**src/rtl/countdown_pkg.sv**
```systemverilog
// Shared types and widths for the countdown sequencer and its hold counter.
package countdown_pkg;

    localparam int unsigned TIMER_W = 3;
    localparam int unsigned HOLD_W  = 4;

    typedef enum logic [2:0] {
        ST_IDLE  = 3'd0,
        ST_LOAD  = 3'd1,
        ST_RUN   = 3'd2,
        ST_PAUSE = 3'd3,
        ST_DONE  = 3'd4
    } state_t;

endpackage

```
**src/rtl/hold_counter.sv**
```systemverilog
// Loadable down-counter with enable and zero flag; stops at zero instead of wrapping.
module hold_counter
    import countdown_pkg::*;
(
    input  logic              clk,
    input  logic              rst,
    input  logic              load,
    input  logic [HOLD_W-1:0] load_val,
    input  logic              en,
    output logic              zero
);

    logic [HOLD_W-1:0] count_q;
    logic [HOLD_W-1:0] count_d;

    always_comb begin
        count_d = count_q;
        if (load) begin
            count_d = load_val;
        end else if (en && (count_q != '0)) begin
            count_d = count_q - 1'b1;
        end
    end

    always_ff @(posedge clk or posedge rst) begin
        if (rst) begin
            count_q <= '0;
        end else begin
            count_q <= count_d;
        end
    end

    assign zero = (count_q == '0);

endmodule

```
**src/rtl/countdown_sequencer.sv**
```systemverilog
// Countdown control FSM: timer latch, load pulse, gated decrements, timed done.
// Optional AUTO_RELOAD_EN: RUN at zero reloads the same timer instead of entering DONE.
module countdown_sequencer
    import countdown_pkg::*;
#(
    parameter int unsigned PLS_CYCLES = 2,
    parameter int unsigned DONE_TICKS = 3
) (
    input  logic               clk,
    input  logic               rst,
    input  logic               start,
    input  logic               pause,
    input  logic               cancel,
    input  logic [TIMER_W-1:0] sel,
    input  logic               tick,
    input  logic               cnt_zero,
    output logic [TIMER_W-1:0] timer,
    output logic               pls,
    output logic               cnt_en,
    output logic               busy,
    output logic               done
);

    // Counter is loaded with N-1 so the zero flag marks the last cycle/tick of the hold.
    localparam logic [HOLD_W-1:0] PLS_HOLD  = HOLD_W'(PLS_CYCLES - 1);
    localparam logic [HOLD_W-1:0] DONE_HOLD = HOLD_W'(DONE_TICKS - 1);

    state_t             state_q, state_d;
    logic [TIMER_W-1:0] timer_q, timer_d;
    logic               pls_q, pls_d;
    logic               busy_q, busy_d;
    logic               done_q, done_d;

    logic               hold_load;
    logic [HOLD_W-1:0]  hold_val;
    logic               hold_en;
    logic               hold_zero;
`ifdef AUTO_RELOAD_EN
    logic               reload_pulse;
`endif

    hold_counter u_hold (
        .clk      (clk),
        .rst      (rst),
        .load     (hold_load),
        .load_val (hold_val),
        .en       (hold_en),
        .zero     (hold_zero)
    );

    always_comb begin
        state_d = state_q;
        timer_d = timer_q;
`ifdef AUTO_RELOAD_EN
        reload_pulse = 1'b0;
`endif
        case (state_q)
            ST_IDLE: begin
                if (!cancel && start) begin
                    timer_d = sel;
                    state_d = ST_LOAD;
                end
            end
            ST_LOAD: begin
                if (cancel)         state_d = ST_IDLE;
                else if (hold_zero) state_d = ST_RUN;
            end
            ST_RUN: begin
                if (cancel) begin
                    state_d = ST_IDLE;
                end else if (cnt_zero) begin
`ifdef AUTO_RELOAD_EN
                    state_d      = ST_LOAD;
                    reload_pulse = 1'b1;
`else
                    state_d = ST_DONE;
`endif
                end else if (pause) begin
                    state_d = ST_PAUSE;
                end
            end
            ST_PAUSE: begin
                if (cancel)      state_d = ST_IDLE;
                else if (!pause) state_d = ST_RUN;
            end
            ST_DONE: begin
                if (cancel) begin
                    state_d = ST_IDLE;
                end else if (start) begin
                    timer_d = sel;
                    state_d = ST_LOAD;
                end else if (tick && hold_zero) begin
                    state_d = ST_IDLE;
                end
            end
            default: state_d = ST_IDLE;
        endcase

        pls_d  = (state_d == ST_LOAD);
        busy_d = (state_d == ST_LOAD) || (state_d == ST_RUN) || (state_d == ST_PAUSE);
`ifdef AUTO_RELOAD_EN
        done_d = reload_pulse;
`else
        done_d = (state_d == ST_DONE);
`endif

        // Reload on every state entry; only LOAD and DONE carry a non-zero hold.
        hold_load = (state_d != state_q);
        if (state_d == ST_LOAD)      hold_val = PLS_HOLD;
        else if (state_d == ST_DONE) hold_val = DONE_HOLD;
        else                         hold_val = '0;
        hold_en = (state_q == ST_LOAD) || ((state_q == ST_DONE) && tick);
    end

    always_ff @(posedge clk or posedge rst) begin
        if (rst) begin
            state_q <= ST_IDLE;
            timer_q <= '0;
            pls_q   <= 1'b0;
            busy_q  <= 1'b0;
            done_q  <= 1'b0;
        end else begin
            state_q <= state_d;
            timer_q <= timer_d;
            pls_q   <= pls_d;
            busy_q  <= busy_d;
            done_q  <= done_d;
        end
    end

    assign cnt_en = tick && (state_q == ST_RUN) && !cnt_zero;
    assign timer  = timer_q;
    assign pls    = pls_q;
    assign busy   = busy_q;
    assign done   = done_q;

endmodule

```
**config.mk**
```make
export PLATFORM = sky130hd
export DESIGN_NAME = countdown_sequencer
export DESIGN_NICKNAME = d
export VERILOG_FILES = /design/src/rtl/countdown_pkg.sv /design/src/rtl/hold_counter.sv /design/src/rtl/countdown_sequencer.sv
export SDC_FILE = /design/constraint.sdc
export NUM_CORES = 1
export LEC_CHECK = 0
export ABC_AREA = 0
export CORE_MARGIN = 2
export CORE_UTILIZATION = 53
export DETAILED_ROUTE_END_ITERATION = 12
export DONT_BUFFER_PORTS = 1
export HOLD_SLACK_MARGIN = 0.1
export MAX_ROUTING_LAYER = met4
export PLACE_DENSITY = 0.69
export SETUP_SLACK_MARGIN = 0.3
export SYNTH_ARGS = -nofsm -noshare
export SYNTH_HDL_FRONTEND = slang
export SYNTH_HIERARCHICAL = 1
export SYNTH_SLANG_ARGS = --single-unit
```
**constraint.sdc**
```tcl
create_clock -name clk -period 2.1 [get_ports clk]
set_input_delay 0.63 -clock clk [delete_from_list [all_inputs] [get_ports clk]]
set_output_delay 0.63 -clock clk [all_outputs]
set_load 0.01 [all_outputs]
```
### Word level (Yosys, flattened, before mapping)

Index checks and enable logic that the tools add are counted.

| word-level totals | value |
|---|---|
| output and inout bits | 7 |
| word-level logic and storage cells | 56 |
| flip-flop bits (word level) | 13 |

| cells by class | value |
|---|---|
| equality and inequality tests | 12 |
| add/subtract/negate cells | 1 |
| mux-type cells | 20 |
| reduce and logical (&&, ||, !) cells | 17 |

Operator list:

| cell | count |
|---|---|
| $mux W3 | 14 |
| $pmux W3 S5 | 1 |
| $eq A3 B2 Y1 const B | 4 |
| $mux W4 | 2 |
| $eq A3 B1 Y1 const B | 2 |
| $eq A3 B3 Y1 const B | 2 |
| $logic_and A1 B1 Y1 | 6 |
| $ne A2 B2 Y1 const B | 3 |
| $pmux W3 S2 | 1 |
| $logic_not A4 Y1 | 1 |
| $mux W2 | 2 |
| $reduce_and A4 Y1 | 1 |
| $reduce_bool A2 Y1 | 2 |
| $reduce_bool A4 Y1 | 1 |
| $sub A4 B1 Y4 const B | 1 |
| $logic_not A3 Y1 | 1 |
| $logic_or A1 B1 Y1 | 3 |
| $ne A3 B3 Y1 | 1 |
| $logic_not A1 Y1 | 2 |

### Logic depth before layout (Yosys ltp)

Gate-level depths: netlist of the first run.

| logic depth | value |
|---|---|
| depth after elaboration | 10 |
| depth in mapped cells | 10 |
| gate-level depth less buffers | 10 |

### Modules after synthesis

Netlist of the first run, hierarchy kept.

Modules (own cells, without submodules):

| module | cells each | sequential area each (µm²) | area each (µm²) | times used |
|---|---|---|---|---|
| countdown_sequencer | 51 | 225.2 | 501.7 | 1 |
| hold_counter | 28 | 100.1 | 261.5 | 1 |

### Least setup slack after synthesis of the first run

OpenSTA, ideal clock, no wires.

| timing path | value |
|---|---|
| kind | flip-flop to flip-flop |
| start | register u_hold.count_q[0] |
| end | register u_hold.count_q[3] |
| stages on the path, launching flop included | 11 |
| slack | -0.119 ns |
| arrival time | 2.093 ns |
| buffers on the path | 1 |
| path through | dfrtp_1 > inv_1 > ha_1 > or3b_4 > inv_1 > o21bai_1 > a21boi_0 > a2111o_1 > clkbuf_1 > nor3_1 > a221o_1 |

| on the way | value |
|---|---|
| cells in the longest elaborated chain, start to end | 8 |

Ends and longest elaborated chain:

| element | line | text |
|---|---|---|
| start: declaration | hold_counter.sv:13 | `logic [HOLD_W-1:0] count_q;` |
| start signal: assignment | hold_counter.sv:29 | `count_q <= count_d;` |
| $logic_not A4 Y1 * | hold_counter.sv:33 | `assign zero = (count_q == '0);` |
| named net hold_zero | countdown_sequencer.sv:37 | `logic hold_zero;` |
| $logic_and A1 B1 Y1 | countdown_sequencer.sv:92 | `end else if (tick && hold_zero) begin` |
| $mux W3 | countdown_sequencer.sv:92 |  |
| $mux W3 | countdown_sequencer.sv:89 | `end else if (start) begin` |
| $mux W3 | countdown_sequencer.sv:87 | `if (cancel) begin` |
| $pmux W3 S5 * | countdown_sequencer.sv:57 | `case (state_q)` |
| $ne A3 B3 Y1 * | countdown_sequencer.sv:108 | `hold_load = (state_d != state_q);` |
| named net hold_load | countdown_sequencer.sv:34 | `logic hold_load;` |
| $mux W4 / $reduce_bool A2 Y1 (equally long branches) | n/a |  |

The timed path passes the listed nets; every way through them passes the cells marked *. The select of a mux whose other input is x is not followed.
A chain may end at the register's enable or synchronous reset.

### Worst setup path after layout of the first run

| timing path | value |
|---|---|
| start | register u_hold.count_q[0] |
| end | register u_hold.count_q[1] |

Same word-level chain as after synthesis.

==> results of run 1 <==
-- cell type report --
type | count | area [µm²] | area share
multi-input combinational | 54 | 421.7 | 0.4579
sequential | 13 | 327.8 | 0.3560
timing repair buffer | 12 | 90.09 | 0.09783
inverter | 9 | 36.28 | 0.03940
clock buffer | 4 | 26.28 | 0.02853
tap | 15 | 18.77 | 0.02038
-- state kept, by name, summed over array words and instances, names as in the netlist --
name            count
u_hold/count_q      4
state_q             3
timer               3
busy                1
done                1
pls                 1
-- routing by layer --
metal	vias up	global-route usage	wire length, µm
li1	309	-	-
met1	299	0.2542	650
met2	8	0.3750	931
met3	2	0.05652	40
met4	0	0.03871	6
met5	-	-	0
-- critical path: stages (launching register included) --
cell,delay (ns)
dfrtp_1,0.36
inv_2,0.06
ha_4,0.15
or3b_4,0.24
inv_4,0.05
a211oi_2,0.20
a21oi_1,0.10
a2111o_1,0.51
a31o_1,0.23
o21ai_1,0.11
-- power breakdown --
part | switching [W] | internal, W | total, W
logic | 0.000222 | 0.000293 | 0.000515
registers | 0.0000904 | 0.000328 | 0.000418
clock network | 0.0000736 | 0.0000734 | 0.000147
total | 0.000386 | 0.000695 | 0.00108
-- cells by family (layout without fill, tap and decap cells) --
kind of cell    Yosys count  count (layout)  share of synthesized area
flops                    13              13                     0.4262
other cells               1               2                   0.004913
compound gates           22              22                     0.1984
fa+ha+maj                 1               1                    0.01639
mux                       3               3                    0.04426
simple gates             26              26                     0.2262
buf+inv                  13              25                    0.08359
-- cells in the final DEF, fill, tap and decap left out, types with 2 or more instances in the layout --
cell type	Yosys	layout
clkbuf_4	0	3
a21oi_1	7	7
inv_2	1	3
buf_4	2	12
mux2_2	3	3
nand2_1	4	4
dfrtp_2	0	2
inv_1	8	5
o21ai_0	2	2
nor3_1	6	5
nand2b_1	3	3
dfrtp_1	13	11
conb_1	1	2
o21ai_1	2	2
-- repair_timing --
| action | CTS | global route |
|---|---|---|
| buffers inserted | 3 | 3 |
| pin swaps | 3 | 5 |
| setup endpoints to repair | 6 | 6 |
| resized for setup | 3 | 4 |
| endpoints found under the hold margin | 0 | 0 |
-- final timing paths --
path	to	slack, ns	cells after the start
worst max-delay path	u_hold/count_q[1]	0.03	9
worst min-delay path	u_hold/count_q[2]	0.13	1
worst max register to register	u_hold/count_q[1]	0.03	9
worst min register to register	timer[0]	0.58	1
max in group asynchronous	state_q[0]	1.64	1
min in group clk	pls	0.43	1
-- stage by stage --
step | worst slack [ns] | cell area [µm²] | hold WS [ns]
CTS | 0.06542 | 877.1 | 0.1279
detailed placement | 0.004849 | 824.5 | 0.4213
floorplan | 0.08299 | 800.8 | 0.3961
global route | -0.09794 | 920.9 | 0.1313
global placement | 0.04376 | 824.5 | 0.4207
finish | 0.02612 | 920.9 | 0.1267
==> reports/metrics.yaml, run 1 <==
fin_cells: 107
leakage_nw: 0.4101
drv_slew: 0
fin_setup_tns_ns: 0
initial_core_util: 0.5793
nFillCells: 110
timing.rr.start: "u_hold/count_q[0]"
synth_area_leaders: "dfrtp_1, a21oi_1, mux2_2"
dp_hpwl_mm: 1.194
synth.most_common_cell: "dfrtp_1"
drt_iter0_drc: 10
max_cap_violations: 0
yosysUniqueCellTypes: 39
dr_total_vias: 618
fin_total_pwr_w: 0.001081
grt_overflow_total: 0
track_usage: 0.2164
synthTopCellsByCount: "dfrtp_1, inv_1, a21oi_1, nor3_1, nand2_1"
routabilityCongestion: 0.7705
crit_path_start_kind: "register"
synth_cells: 79
path_max_fanout: 7
die_w_um: 41.95
async_reset_ff_frac: 1.000
grt_max_degree: 15
die_h_um: 41.95
routed_via_density: 5.776
core_area_um2: 1318
dr.pass1.iters: 4
hold_viol: 0
outcome: "finished clean"
powerDensity_nw_per_um2: 1174
cts.clk_slew.worst_paths_ns: 0.08
fmax_ghz: 0.4822
post_drt_wl_per_cell_um: 15.21
num_io_pins: 17
min_path_type: "primary input to async pin"
wirelength_mm: 1.628
finalCriticalPeriod_ns: 2.074
end_kind: "register"
avgSynthCellArea_um2: 9.661
cts_root_buf: "clkbuf_4"
num_antenna_cells: 0
crit_start: "u_hold/count_q[0]"
utilization: 0.6990
clockBufferDepth: 2
io_buffers: 0
ctsHoldBuffers: 0
cts_made_buffers: 3
crit_type: "register to register"
fin_crit_sh: 0.9876
synth_edf_count: 0
worstSkewPairLatency_ns: 0.27
nets: 104
htreeDepth: 1
ir_drop_v: 0.0007889
synth_area_um2: 763.2
layout-drive-gt1-share: 0.3587
drc_errors: 0
finalClockSkew_ns: 0.005204
synthFlopType: "dfrtp_1"
synth.top_cell.area_share: 0.4262
rsz0062_at_grt: "yes"
tritoncts: "yes"
critical_path_required_ns: 2.30
setup_viol: 0
die_area_um2: 1760
ys_warn_count: 6
antenna_found_initial: 0
critPathArrivalTime_ns: 2.27
synth-seq-cells: 13
place_inst: 97
area_growth_pct: 20.66
final_antenna_net_count: 0
grt_pass1_vias: 591
rows: 13
yosysTopAreaCell: "dfrtp_1"
cts.sinks: 13
synth_seq_area_share: 0.4262
grt_pass1_wl_mm: 2.794
Note: power is estimated with default switching activity, not from simulation.
==> run 2, diff against run 1 <==
--- a/config.mk
+++ b/config.mk
@@ -6,7 +6,7 @@
 export NUM_CORES = 1
 export LEC_CHECK = 0
 export ABC_AREA = 0
-export CORE_MARGIN = 2
+export CORE_MARGIN = 1.5
 export CORE_UTILIZATION = 53
 export DETAILED_ROUTE_END_ITERATION = 12
 export DONT_BUFFER_PORTS = 1
==> reports/metrics.yaml, run 2 (synthesized netlist as in run 1, its figures left out) <==
fmax_ghz: 0.4724
die_h_um: 40.95
routabilityCongestion: 0.7531
finalCriticalPeriod_ns: 2.117
layout-drive-gt1-share: 0.3407
grt_pass1_vias: 563
critPathArrivalTime_ns: 2.27
max_cap_violations: 0
pwr-share-seq: 0.386
num_io_pins: 17
dr_total_vias: 620
routed_via_density: 5.849
multiInputGateArea_um2: 411.6
initial_core_util: 0.5793
cts_root_buf: "clkbuf_4"
r2r_slack_ns: -0.02
drc_errors: 0
final_antenna_net_count: 0
area_growth_pct: 18.20
cts_made_buffers: 3
timing.rr.start: "u_hold/count_q[1]"
rr_endpoint: "u_hold/count_q[0]"
track_usage: 0.2430
leakage_nw: 0.4025
path_max_fanout: 7
dr.pass1.iters: 4
fin_setup_tns_ns: -0.01689
htreeDepth: 1
comb_power_share: 0.473
drt_iter0_drc: 7
violations: "negative setup slack"
critical_path_required_ns: 2.25
rsz0062_at_grt: "yes"
powerDensity_nw_per_um2: 1180
hold_viol: 0
drv_slew: 0
grt_max_degree: 11
final_cell_area_um2: 902.1
grt_overflow_total: 0
num_antenna_cells: 0
cts.clk_slew.worst_paths_ns: 0.08
die_area_um2: 1677
ir_drop_v: 0.0006621
crit_type: "register to register"
utilization: 0.6847
post_drt_wl_per_cell_um: 15.03
crit_path_start_kind: "register"
rows: 13
outcome: "finished, violations left"
nFillCells: 118
setup_viol: 1
cts.sinks: 13
seq_area_um2: 326.6
clockPowerShare: 0.142
top_register: "u_hold/count_q"
swShare: 0.3601
r2r_cells: 8
clockBufferDepth: 2
core_area_um2: 1318
internal_power_w: 0.0006811
end_kind: "register"
holdWs_ns: 0.1248
dpl-instance-area_um2: 839.6
die_w_um: 40.95
fin_crit_sh: 1.008
ctsHoldBuffers: 0
antenna_found_initial: 0
fin_total_pwr_w: 0.001064
worst_slack_ns: -0.01689
dp_hpwl_mm: 1.219
largest_register_ffs: 4
final_common_cell: "dfrtp_1"
nets: 103
wirelength_mm: 1.593
layout_common_cells: "dfrtp_1, buf_4, a21oi_1, nor3_1, inv_1"
grt_pass1_wl_mm: 2.463
min_path_type: "primary input to async pin"
power_switching_w: 0.0003833
worstSkewPairLatency_ns: 0.27
io_buffers: 0
tritoncts: "yes"
finalClockSkew_ns: 0.002127
run 2: cell count changes in the layout (fill, tap and decap cells not counted), sizes merged:
cell | before | now
buf | 12 | 11
run 2: per-stage QoR:
stage | instances | worst slack (ns)
floorplan | 80 | 0.08299
finish | 106 | -0.01689
detailed placement | 99 | -0.05066
global placement | 99 | -0.01141
CTS | 105 | 0.005753
global route | 106 | -0.1052
run 2: how the worst max path moves through the flow:
| stage | start | endpoint | cells past startpoint |
|---|---|---|---|
| 5_1_grt | u_hold/count_q[1] | u_hold/count_q[3] | 9 |
| 4_1_cts | u_hold/count_q[1] | u_hold/count_q[1] | 9 |
| 3_5_place_dp | u_hold/count_q[1] | u_hold/count_q[3] | 9 |
| 2_1_floorplan | u_hold/count_q[1] | u_hold/count_q[1] | 10 |
| 3_3_place_gp | u_hold/count_q[0] | u_hold/count_q[3] | 9 |
| 6_report | u_hold/count_q[1] | u_hold/count_q[0] | 8 |
run 2: area by class of cell:
cell class                      instances  share of cell area
Clock buffer                            4             0.02913
Sequential cell                        13              0.3620
Multi-Input combinational cell         54              0.4563
Inverter                                9             0.04022
Timing Repair Buffer                   11             0.09154
Tap cell                               15             0.02080
run 2: critical path: stages, from the launching register on:
cell and delay (ns):
dfrtp_1 0.36, inv_2 0.06, ha_4 0.15, or3b_4 0.25, inv_4 0.04, a211oi_2 0.19, a21oi_1 0.09, a2111o_1 0.52
o31a_1 0.34
run 2: repair_timing:
action,in CTS,in global routing
gates resized for setup,4,1
buffers inserted,2,1
pin swaps,1,4
endpoints found under the setup margin,5,6
hold endpoints to repair,0,0
run 2: power groups by stage:
| stage | registers, W | logic (W) | clock network (W) |
|---|---|---|---|
| floorplan | 0.000394 | 0.000335 | 0 |
| global placement | 0.000412 | 0.000426 | 0 |
| detailed placement | 0.000416 | 0.000451 | 0 |
| CTS | 0.000412 | 0.000489 | 0.000156 |
| global route | 0.000423 | 0.000562 | 0.000165 |
| finish | 0.000411 | 0.000503 | 0.000151 |
run 2: per-layer routing:
layer | GRT usage | share of wire | wire length, µm
met4 | 0.05000 | 0.0038 | 6
met3 | 0.07609 | 0.035 | 55
met1 | 0.2397 | 0.40 | 633
met5 | - | 0 | 0
met2 | 0.4570 | 0.56 | 898
==> variant (settings of run 2) <==
Add a define of `AUTO_RELOAD_EN`.
--- a/src/rtl/countdown_sequencer.sv
+++ b/src/rtl/countdown_sequencer.sv
@@ -1,5 +1,7 @@
 // Countdown control FSM: timer latch, load pulse, gated decrements, timed done.
 // Optional AUTO_RELOAD_EN: RUN at zero reloads the same timer instead of entering DONE.
+`define AUTO_RELOAD_EN
+
 module countdown_sequencer
     import countdown_pkg::*;
 #(
Formal check against the unedited RTL: not equivalent (a bounded check fails within 10 cycles, from zero or initial values and one cycle with rst high).
==> variant against run 2 <==
Setup slack lost 84 ps; sequential cell count stayed put; via count rose by 6.6%; count of clock-buffer cells in the layout fell by 1; routed wire length grew 9.6%; largest power group unchanged; total power up 13%; sequential share of layout area is 3.2 points lower; the run still ends with negative setup slack left; non-clock buffer count increased by 8; maximum frequency down 3.8%; final area grew 10%; worst hold slack got worse by 10 ps; area after synthesis grew 1.5%; global-route usage rose by 1.9 points; critical endpoint is now u_hold/count_q[1].
==> variant: results (changes against run 2) <==
stage;metric;value;unit;change
power;Internal Dissipation;0.000760;W;+12%
worst_setup_path;slowest stage cell on the critical path;or3b_4;;
logic_synthesis;Synth warnings;6;;unchanged
worst_setup_path;cells on worst reg2reg path;9;;+1
power;sequential power share;0.332;;-0.054
placed_design;Placer Congestion;0.757;;+0.50%
route;via density per instance;5.75;;-1.7%
route;length of routed wiring on met1;746;um;+18%
logic_synthesis;Compound-Gate Fraction of Synth Area;0.195;;-0.00288
placed_design;worst setup timing slack at the placement stage;-195;ps;-144 ps
global_routing;GRT Util Overall;0.262;;+0.0195
route;detailed router's first-iteration violation count;5;;-2
placed_design;Placed Cells;103;;+4.0%
power;clock share of power;0.139;;-0.003
worst_setup_path;dominant delay contributor by cell family on the critical path;simple AND/OR/NAND/NOR gates;;
route;total length of routed wires;1750;um;+9.6%
global_routing;vias in the first global route;608;;+8.0%
logic_synthesis;Post-Synth Adder-Cell Area;0.0162;;-0.000238
worst_setup_path;crit path max fanout;8;;+1
run_status;result of the run;finished with violations;;
sta;Finish-stage setup viols;4;;+3
cells_and_area;max FFs per register;4;;unchanged
worst_setup_path;largest stage delay on the critical path;460;ps;-60 ps
power;clock network power;0.000167;W;+11%
placed_design;post-detailed-placement cell area;885;sq um;+5.4%
cts;clock tree root driver cell;clkbuf_4;;
route;routed wire length on met3;61;um;+11%
route;number of routed nets with antenna violations;0;;unchanged
global_routing;wire length of the first global-routing pass;2690;um;+9.3%
run_status;violations in the final reports;negative setup slack;;
sta;Worst Clk Skew;0.969;ps;-1.16 ps
cells_and_area;fraction of final layout cells sized beyond drive strength 1;0.470;;+0.129
logic_synthesis;Synth Flop Type;dfrtp_1;;
route;Vias;661;;+6.6%
cells_and_area;fin nets;112;;+8.7%
logic_synthesis;instance count of the mapped netlist;78;;-1.3%
logic_synthesis;biggest area contributors in the synthesized netlist;dfrtp_1 (42%), inv_1 (4.8%), mux2_2 (4.4%), and4b_1 (3.9%), o41ai_4 (3.6%);;
route;total length of routed met2 wires;850;um;-5.3%
logic_synthesis;multiplexer share of the synthesized area;0.0436;;-0.000644
logic_synthesis;part of the Yosys area used for sequential elements;0.420;;-0.00620
power;total leakage power;0.464;nW;+15%
global_routing;maximum number of pins on one net before global-route repair;10;;-1
logic_synthesis;Commonest cells post-synth;dfrtp_1 (13), inv_1 (10), nand2_1 (6), a21oi_1 (5);;
logic_synthesis;area share of xor/xnor cells in the synthesized design;0;;unchanged
sta;setup tns final;-333;ps;-316 ps
sta;Final WS setup;-101;ps;-84.0 ps
logic_synthesis;Yosys cell types;38;;-2.6%
placed_design;post-DP HPWL;1220;um;about the same
power;VDD IR max;0.675;mV;+1.9%
worst_setup_path;CP arrival;2410;ps;+140 ps
cts;deepest level of the CTS H-tree;1;;unchanged
==> variant: worst paths after layout <==
path	slack, ps	startpoint	to
max	-100	u_hold/count_q[0]	u_hold/count_q[1]
min	110	rst	u_hold/count_q[0]
max reg2reg	-100	u_hold/count_q[0]	u_hold/count_q[1]
min reg2reg	580	timer[1]	timer[1]
max in group asynchronous	1640	rst	state_q[1]
min in group clk	490	sel[1]	timer[1]
==> variant: final cells by class <==
cell class | count | area [sq um]
Clock buffer | 3 | 22.5
Sequential cell | 13 | 329
Tap cell | 15 | 18.8
Inverter | 11 | 43.8
Multi-Input combinational cell | 53 | 434
Fill cell | 109 | 338
Timing Repair Buffer | 19 | 143
Clock inverter | 1 | 5.00
==> variant: metal layers <==
layer	global-route usage	up-vias
li1	-	320
met1	0.299	306
met2	0.398	25
met3	0.0489	10
met4	0.210	0
met5	-	-
==> variant: repair_timing <==
item,in CTS,in global routing
hold endpoints to repair,0,0
setup buffers,6,2
endpoints found under the setup margin,7,5
pin swaps,4,2
resized for setup,8,3
